$ cat src/rtl/demux_1to16_deser_if.sv
// demux_1to16_deser_if: serial input, slot select and deserialized frame outputs
interface demux_1to16_deser_if #(parameter int SEL_W = 4);
  localparam int N = 2 ** SEL_W;
  logic             in;
  logic             in_valid;
  logic [SEL_W-1:0] sel;
  logic             mode;
  logic             clear;
  logic [N-1:0]     out;
  logic [SEL_W-1:0] ptr;
  logic             busy;
  logic [N-1:0]     frame_out;
  logic             frame_valid;
  logic [7:0]       frame_cnt;
  modport master (output in, in_valid, sel, mode, clear,
                  input out, ptr, busy, frame_out, frame_valid, frame_cnt);
  modport slave (input in, in_valid, sel, mode, clear,
                 output out, ptr, busy, frame_out, frame_valid, frame_cnt);
endinterface

$ cat src/rtl/demux_1to16_deser.sv
// demux_1to16_deser: routes a serial bit to an addressed or sequential slot and
// snapshots each completed sequential frame of 16 bits.
module demux_1to16_deser #(parameter int SEL_W = 4) (
  input logic clk,
  input logic rst_n,
  demux_1to16_deser_if.slave bus
);
  localparam int N = 2 ** SEL_W;
  typedef enum logic {IDLE, FILL} state_t;
  state_t           state_q, state_d;
  logic [N-1:0]     out_q, out_d, frame_out_q, frame_out_d;
  logic [SEL_W-1:0] ptr_q, ptr_d, slot;
  logic             frame_valid_q, frame_valid_d, seq_wr, last;
  logic [7:0]       frame_cnt_q, frame_cnt_d;
  assign seq_wr = bus.in_valid & bus.mode & ~bus.clear;
  assign last   = seq_wr & (ptr_q == SEL_W'(N - 1));
  assign slot   = bus.mode ? ptr_q : bus.sel;
  always_comb begin
    out_d = out_q;
    if (bus.clear) out_d = '0;
    else if (bus.in_valid) out_d[slot] = bus.in;
  end
  // On the closing write slot N-1 is the one being written, so out_d is the full frame
  assign frame_out_d   = last ? out_d : frame_out_q;
  assign frame_valid_d = last;
  assign frame_cnt_d   = frame_cnt_q + {7'd0, last};
  assign ptr_d   = bus.clear ? '0 : seq_wr ? ptr_q + 1'b1 : ptr_q;
  assign state_d = bus.clear ? IDLE : seq_wr ? (last ? IDLE : FILL) : state_q;
  always_ff @(posedge clk or negedge rst_n) begin
    if (!rst_n) begin
      state_q       <= IDLE;
      out_q         <= '0;
      ptr_q         <= '0;
      frame_out_q   <= '0;
      frame_valid_q <= 1'b0;
      frame_cnt_q   <= '0;
    end else begin
      state_q       <= state_d;
      out_q         <= out_d;
      ptr_q         <= ptr_d;
      frame_out_q   <= frame_out_d;
      frame_valid_q <= frame_valid_d;
      frame_cnt_q   <= frame_cnt_d;
    end
  end
  assign bus.out         = out_q;
  assign bus.ptr         = ptr_q;
  assign bus.busy        = (state_q == FILL);
  assign bus.frame_out   = frame_out_q;
  assign bus.frame_valid = frame_valid_q;
  assign bus.frame_cnt   = frame_cnt_q;
endmodule

$ cat src/flat_wrapper.sv
// flat-port wrapper written by rule: the top's interface ports become plain ports
module demux_1to16_deser_flat 
#(parameter int SEL_W = 4)
  (clk, rst_n, bus_in, bus_in_valid, bus_sel, bus_mode, bus_clear, bus_out, bus_ptr, bus_busy, bus_frame_out, bus_frame_valid, bus_frame_cnt);
  demux_1to16_deser_if #(.SEL_W(SEL_W)) bus_i ();
  input logic clk;
  input logic rst_n;
  input wire logic [$bits(bus_i.in)-1:0] bus_in;
  input wire logic [$bits(bus_i.in_valid)-1:0] bus_in_valid;
  input wire logic [$bits(bus_i.sel)-1:0] bus_sel;
  input wire logic [$bits(bus_i.mode)-1:0] bus_mode;
  input wire logic [$bits(bus_i.clear)-1:0] bus_clear;
  output wire logic [$bits(bus_i.out)-1:0] bus_out;
  output wire logic [$bits(bus_i.ptr)-1:0] bus_ptr;
  output wire logic [$bits(bus_i.busy)-1:0] bus_busy;
  output wire logic [$bits(bus_i.frame_out)-1:0] bus_frame_out;
  output wire logic [$bits(bus_i.frame_valid)-1:0] bus_frame_valid;
  output wire logic [$bits(bus_i.frame_cnt)-1:0] bus_frame_cnt;
  assign bus_i.in = bus_in;
  assign bus_i.in_valid = bus_in_valid;
  assign bus_i.sel = bus_sel;
  assign bus_i.mode = bus_mode;
  assign bus_i.clear = bus_clear;
  assign bus_out = bus_i.out;
  assign bus_ptr = bus_i.ptr;
  assign bus_busy = bus_i.busy;
  assign bus_frame_out = bus_i.frame_out;
  assign bus_frame_valid = bus_i.frame_valid;
  assign bus_frame_cnt = bus_i.frame_cnt;
  demux_1to16_deser #(.SEL_W(SEL_W)) u_core (.clk(clk), .rst_n(rst_n), .bus(bus_i));
endmodule
$ cat config.mk
export PLATFORM = sky130hd
export DESIGN_NAME = demux_1to16_deser_flat
export DESIGN_NICKNAME = d
export VERILOG_FILES = /design/src/rtl/demux_1to16_deser_if.sv /design/src/rtl/demux_1to16_deser.sv /design/src/flat_wrapper.sv
export SDC_FILE = /design/constraint.sdc
export NUM_CORES = 1
export LEC_CHECK = 0
export ABC_AREA = 1
export BUFFER_PORTS_ARGS = -buffer_cell sky130_fd_sc_hd__buf_2
export CORE_MARGIN = 5
export CORE_UTILIZATION = 25
export DETAILED_ROUTE_END_ITERATION = 6
export PLACE_DENSITY = 0.47
export SYNTH_ARGS = -nofsm -noshare
export SYNTH_HDL_FRONTEND = slang
export SYNTH_SLANG_ARGS = --single-unit
$ cat constraint.sdc
create_clock -name clk -period 2.2 [get_ports clk]
set_clock_uncertainty 0.05 [all_clocks]
set_input_delay 0.11 -clock clk [delete_from_list [all_inputs] [get_ports clk]]
set_output_delay 0.11 -clock clk [all_outputs]
set_load 0.01 [all_outputs]
== Word-level counts from Yosys, hierarchy flattened ==
Cells that the tools add are included.
Cells by class
  bitwise operators: 4
  equality and inequality tests: 1
  add/sub/neg operators: 2
  multiplexer cells: 11
  magnitude comparators: 2
  reduce and logical (&&, ||, !) cells: 2
Operators by type and width (number)
  two-way mux 16 bit: 2
  bitwise mux 16 bit: 1
  two-way mux 4 bit: 3
  adder 8 x 1 -> 8 bit: 1
  less-than comparator 4 x 5 -> 1 bit, second input constant: 1
  adder 4 x 1 -> 4 bit, second input constant: 1
  demux 1 bit (select 4 bit): 1
  equality test 4 bit, second input constant: 1
  >= comparator 4 x 1 -> 1 bit, second input constant: 1
  two-way mux 1 bit: 4
  bitwise AND 1 bit: 3
  nonzero test 2 bit: 1
  logical AND 1 bit: 1
  inverter 1 bit: 1
Storage, ports and cells
  bits in registers: 46

== Logic depth before layout (Yosys ltp) ==
  depth in word-level cells: 8
  gate-level depth with buffers: 11

== Worst setup path before layout ==
No wires, ideal clock.
  path kind: register -> register
  start point: register u_core.ptr_q[1], in the netlist u_core.bus.ptr[1]
  end point: register u_core.frame_cnt_q[7], in the netlist u_core.bus.frame_cnt[7]
  arrival time: 1921 ps
  setup slack: 105 ps
  data required time: 2026 ps
  clock period less this slack: 2095 ps
  stages on the path, launching flop included: 10
  cells stage by stage: dfrtp_1 ha_1 nand3_1 nor2_8 buf_6 ha_1 nand3_1 nor3_1 nand3_1 xnor2_1
On the way
  word-level cells in the longest chain between the ends: 3
Ends and longest elaborated chain
  from (decl): RTL line demux_1to16_deser.sv:12  | logic [SEL_W-1:0] ptr_q, ptr_d, slot;
  from (signal assigned): RTL line demux_1to16_deser.sv:40  | ptr_q <= ptr_d;
  equality test 4 bit: RTL line demux_1to16_deser.sv:16  | assign last = seq_wr & (ptr_q == SEL_W'(N - 1));
  bitwise AND 1 bit: RTL line demux_1to16_deser.sv:16
  via u_core.frame_valid_d: RTL line demux_1to16_deser.sv:13  | logic frame_valid_q, frame_valid_d, seq_wr, last;
  adder 8 x 1 -> 8 bit: RTL line demux_1to16_deser.sv:26  | assign frame_cnt_d = frame_cnt_q + {7'd0, last};
  via u_core.frame_cnt_d[7]: RTL line demux_1to16_deser.sv:14  | logic [7:0] frame_cnt_q, frame_cnt_d;
  to (signal assigned): RTL line demux_1to16_deser.sv:43  | frame_cnt_q <= frame_cnt_d;
  to (decl): RTL line demux_1to16_deser.sv:14
The timed path passes the listed nets, and every way through them passes these cells.
A chain may end at the register's enable or synchronous reset.

== Final worst setup path ==
  start point: register u_core.ptr_q[1], in the netlist u_core.bus.ptr[1]
  end point: register u_core.frame_cnt_q[7], in the netlist u_core.bus.frame_cnt[7]
On the way
  word-level cells in the longest chain between the ends: 3
Ends and longest elaborated chain (RTL line)
  equality test 4 bit: demux_1to16_deser.sv:16
  bitwise AND 1 bit: demux_1to16_deser.sv:16
  adder 8 x 1 -> 8 bit: demux_1to16_deser.sv:26
  via u_core.frame_cnt_d[7]: demux_1to16_deser.sv:14
The timed path passes the listed nets, and every way through them passes these cells.

==> flow_metrics.py <==
metrics = {
    "setup_path": {
        "worst-setup-path-type": "reg2reg",
        "worst_setup_path_start_kind": "flip-flop",
        "total_buffers_and_inverters_traversed_by_the_critical_path": 0,
        "crit_path_max_incr_delay_ns": 0.43,
        "timing.critical_path.mode_cell": "nand3_1",
        "critPathSlowestCell": "dfrtp_1",
        "timing.critical_path.cells": "ha_1 -> nand3_1 -> nor2_8 -> ha_1 -> nand3_1 -> nor3_1 -> nand3_1 -> xnor2_1",
        "cp_data_required_time_ns": 2.34,
        "worst_setup_path_end_kind": "flip-flop",
        "critical_path_arrival_ns": 2.11,
        "crit_fanout": 6,
        "dominant_delay_contributor_by_cell_family_on_the_critical_path": "simple AND/OR/NAND/NOR gates",
    },
    "grt": {
        "first_global_vias": 1898,
        "grt.total_usage": 0.111,
        "grt.overflow.total": 0,
        "antenna_found_initial": 0,
        "pin_count_of_the_biggest_net_entering_global_routing": 47,
        "global_route_wire_length_before_repair_um": 9850,
    },
    "synth": {
        "postSynth.topFlopCell": "dfrtp_1",
        "yosysTopAreaCell": "dfrtp_1",
        "synth-seq-cells": 46,
        "synthTopCellsByArea": "dfrtp_1 (51%), nand2_1 (15%), inv_1 (5.2%)",
        "post_synthesis_net_count": 278,
        "syn_std_cell_area_sq_um": 2240,
        "synth_seq_area_share": 0.513,
        "synthesis.yosys.warnings": 0,
        "edff_count_synth": 0,
        "synthArstFlopShare": 1.00,
        "ys_types": 24,
        "synth_largest_type_area_fraction": 0.513,
        "syn_area_per_cell_sq_um": 8.46,
        "netlist_instances": 265,
    },
    "sta": {
        "setup_viol": 0,
        "setup_ws_ns": 0.230,
        "final-max-slew-violation-count": 0,
        "max_freq_mhz": 508,
        "worst_hold_slack_ns": 0.142,
        "min_period_over_period": 0.895,
        "fin_tns_setup_ns": 0,
        "timing.max_slew.rel_slack": 0.595,
        "tightestPinTransition_ns": 0.608,
        "setup_repair_after_global_routing_missed_its_margin": "no",
        "finalHoldViolCount": 0,
        "final_period_minus_worst_setup_slack_ns": 1.97,
    },
    "layout": {
        "layout.cells.most_common": "nand2_1",
        "mostFrequentLayoutCells": "nand2_1 (91), buf_2 (55), dfrtp_1 (46), inv_1 (31), nand3_1 (22)",
        "syn_to_final_growth_pct": 22.9,
        "num_antenna_cells": 0,
        "nets": 338,
        "layout.cells.non_filler": 434,
        "post_route_cells_drive_above_1_share": 0.242,
    },
    "drt": {
        "detailroute.via_count": 1867,
        "detail_route.iter0.violations": 85,
        "drc": 0,
        "wl_met1_um": 2820,
        "topRoutingLayerUsed": "met4",
        "routed_wire_length_per_instance_um": 13.4,
        "post_drt_via_cell_ratio": 4.30,
        "route.antenna.remaining_nets": 0,
        "postRouteWirelength_um": 5790,
        "met3RoutedLength_um": 356,
        "firstDrtPassIters": 4,
        "wl_met2_um": 2570,
    },
    "clocking": {
        "tritoncts": "done",
        "clk_buf_depth": 2,
        "cts_max_level": 2,
        "cts-buffers-inserted": 5,
        "clk_transition_reported_paths_ns": 0.09,
        "clock_sinks": 46,
        "clockRootBuffer": "clkbuf_8",
        "insertion_delay_ns": 0.29,
        "cts_setup_buffers": 0,
    },
    "floorplanning": {
        "dieArea_sq_um": 11000,
        "rows": 34,
        "initial_cell_density_of_the_core": 0.257,
        "dieHeight_um": 105,
        "boundaryPins": 56,
        "die_w_um": 105,
        "core_region_area_sq_um": 8720,
    },
    "place": {
        "dpl.cell_count": 424,
        "gp_routability_congestion": 0.799,
        "detail_placement_hpwl_um": 4290,
        "io_buffers": 55,
        "place_worst_setup_slack_ns": 0.209,
    },
    "power": {
        "cellPowerDensity_nw_per_um2": 603,
        "design_power_total_mw": 1.66,
        "irDropWorstVdd_uv": 253,
        "leak_pwr_nw": 1.67,
    },
    "hold_path": {
        "hold_path_class": "in2reg",
    },
    "run_status": {
        "status": "complete, no violations",
    },
    "run": {
        "drv.max_cap_violation_count": 0,
    },
}
cells in the mapped netlist (2+ instances only):
master	n
ha_1	3
nor2_4	4
xor2_1	5
nand3_1	22
nand2_1	91
dfrtp_1	46
nor2_1	6
inv_2	3
clkbuf_1	4
buf_6	3
inv_1	31
nand2_2	3
xnor2_1	2
and3_1	16
nand4_1	17
metal layers:
metal,vias to the layer above,track usage
met4,0,0.0301
met5,-,0
li1,964,-
met3,4,0.0358
met2,40,0.167
met1,859,0.153
cell families after synthesis:
kind of cell | share of synthesized area
AOI/OAI and AO/OA | 0.0106
DFF | 0.513
buffers and inverters | 0.0809
xor gates and xnor gates | 0.0273
adders and majority gates | 0.0167
and+or+nand+nor | 0.351
path summary, 6_finish.rpt:
path | depth (start not counted) | start | slack (ns) | end
max in group asynchronous | 3 | rst_n | 1.30 | u_core.bus.ptr[1]
hold / removal | 3 | bus_in_valid | 0.14 | u_core.bus.ptr[0]
setup / recovery | 8 | u_core.bus.ptr[1] | 0.23 | u_core.bus.frame_cnt[7]
hold reg to reg | 2 | u_core.bus.frame_out[3] | 0.43 | u_core.bus.frame_out[3]
setup reg to reg | 8 | u_core.bus.ptr[1] | 0.23 | u_core.bus.frame_cnt[7]
min in group asynchronous | 3 | rst_n | 0.39 | u_core.bus.ptr[2]
tightest hold or removal path: cells and delay by family:
kind | cells | cell delay, ns
and+or+nand+nor | 1 | 0.13
buffers and inverters | 1 | 0.13
AOI/OAI and AO/OA | 1 | 0.08
state kept, by name, indices dropped and copies added, names as in the netlist:
register	flops
u_core.bus.frame_cnt	8
u_core.bus.ptr	4
u_core.bus.out	16
u_core.bus.busy	1
u_core.bus.frame_valid	1
u_core.bus.frame_out	16
what timing repair did:
action,in CTS,in global routing
gates resized for setup,0,0
hold endpoints to repair,47,0
endpoints found under the setup margin,0,0
hold buffers,2,0
power by group:
group          switching [mW]  internal (mW)
Sequential             0.0107          0.862
Combinational           0.110         0.0472
Clock                   0.293          0.339
per-stage QoR:
step	util	cell area (sq um)
after floorplan	-	2240
after global placement	0.301	2630
after detailed placement	0.301	2630
after CTS	0.316	2760
after global routing	0.316	2760
final	0.316	2760
area by class of cell:
class                           count  area (sq um)
Fill cell                         955          5960
Sequential cell                    46          1150
Multi-Input combinational cell    177           910
Timing Repair Buffer               60           318
Tap cell                          108           135
Inverter                           35           133
Clock buffer                        6          72.6
Clock inverter                      2          37.5
Note: power is estimated with default switching activity, not from simulation.
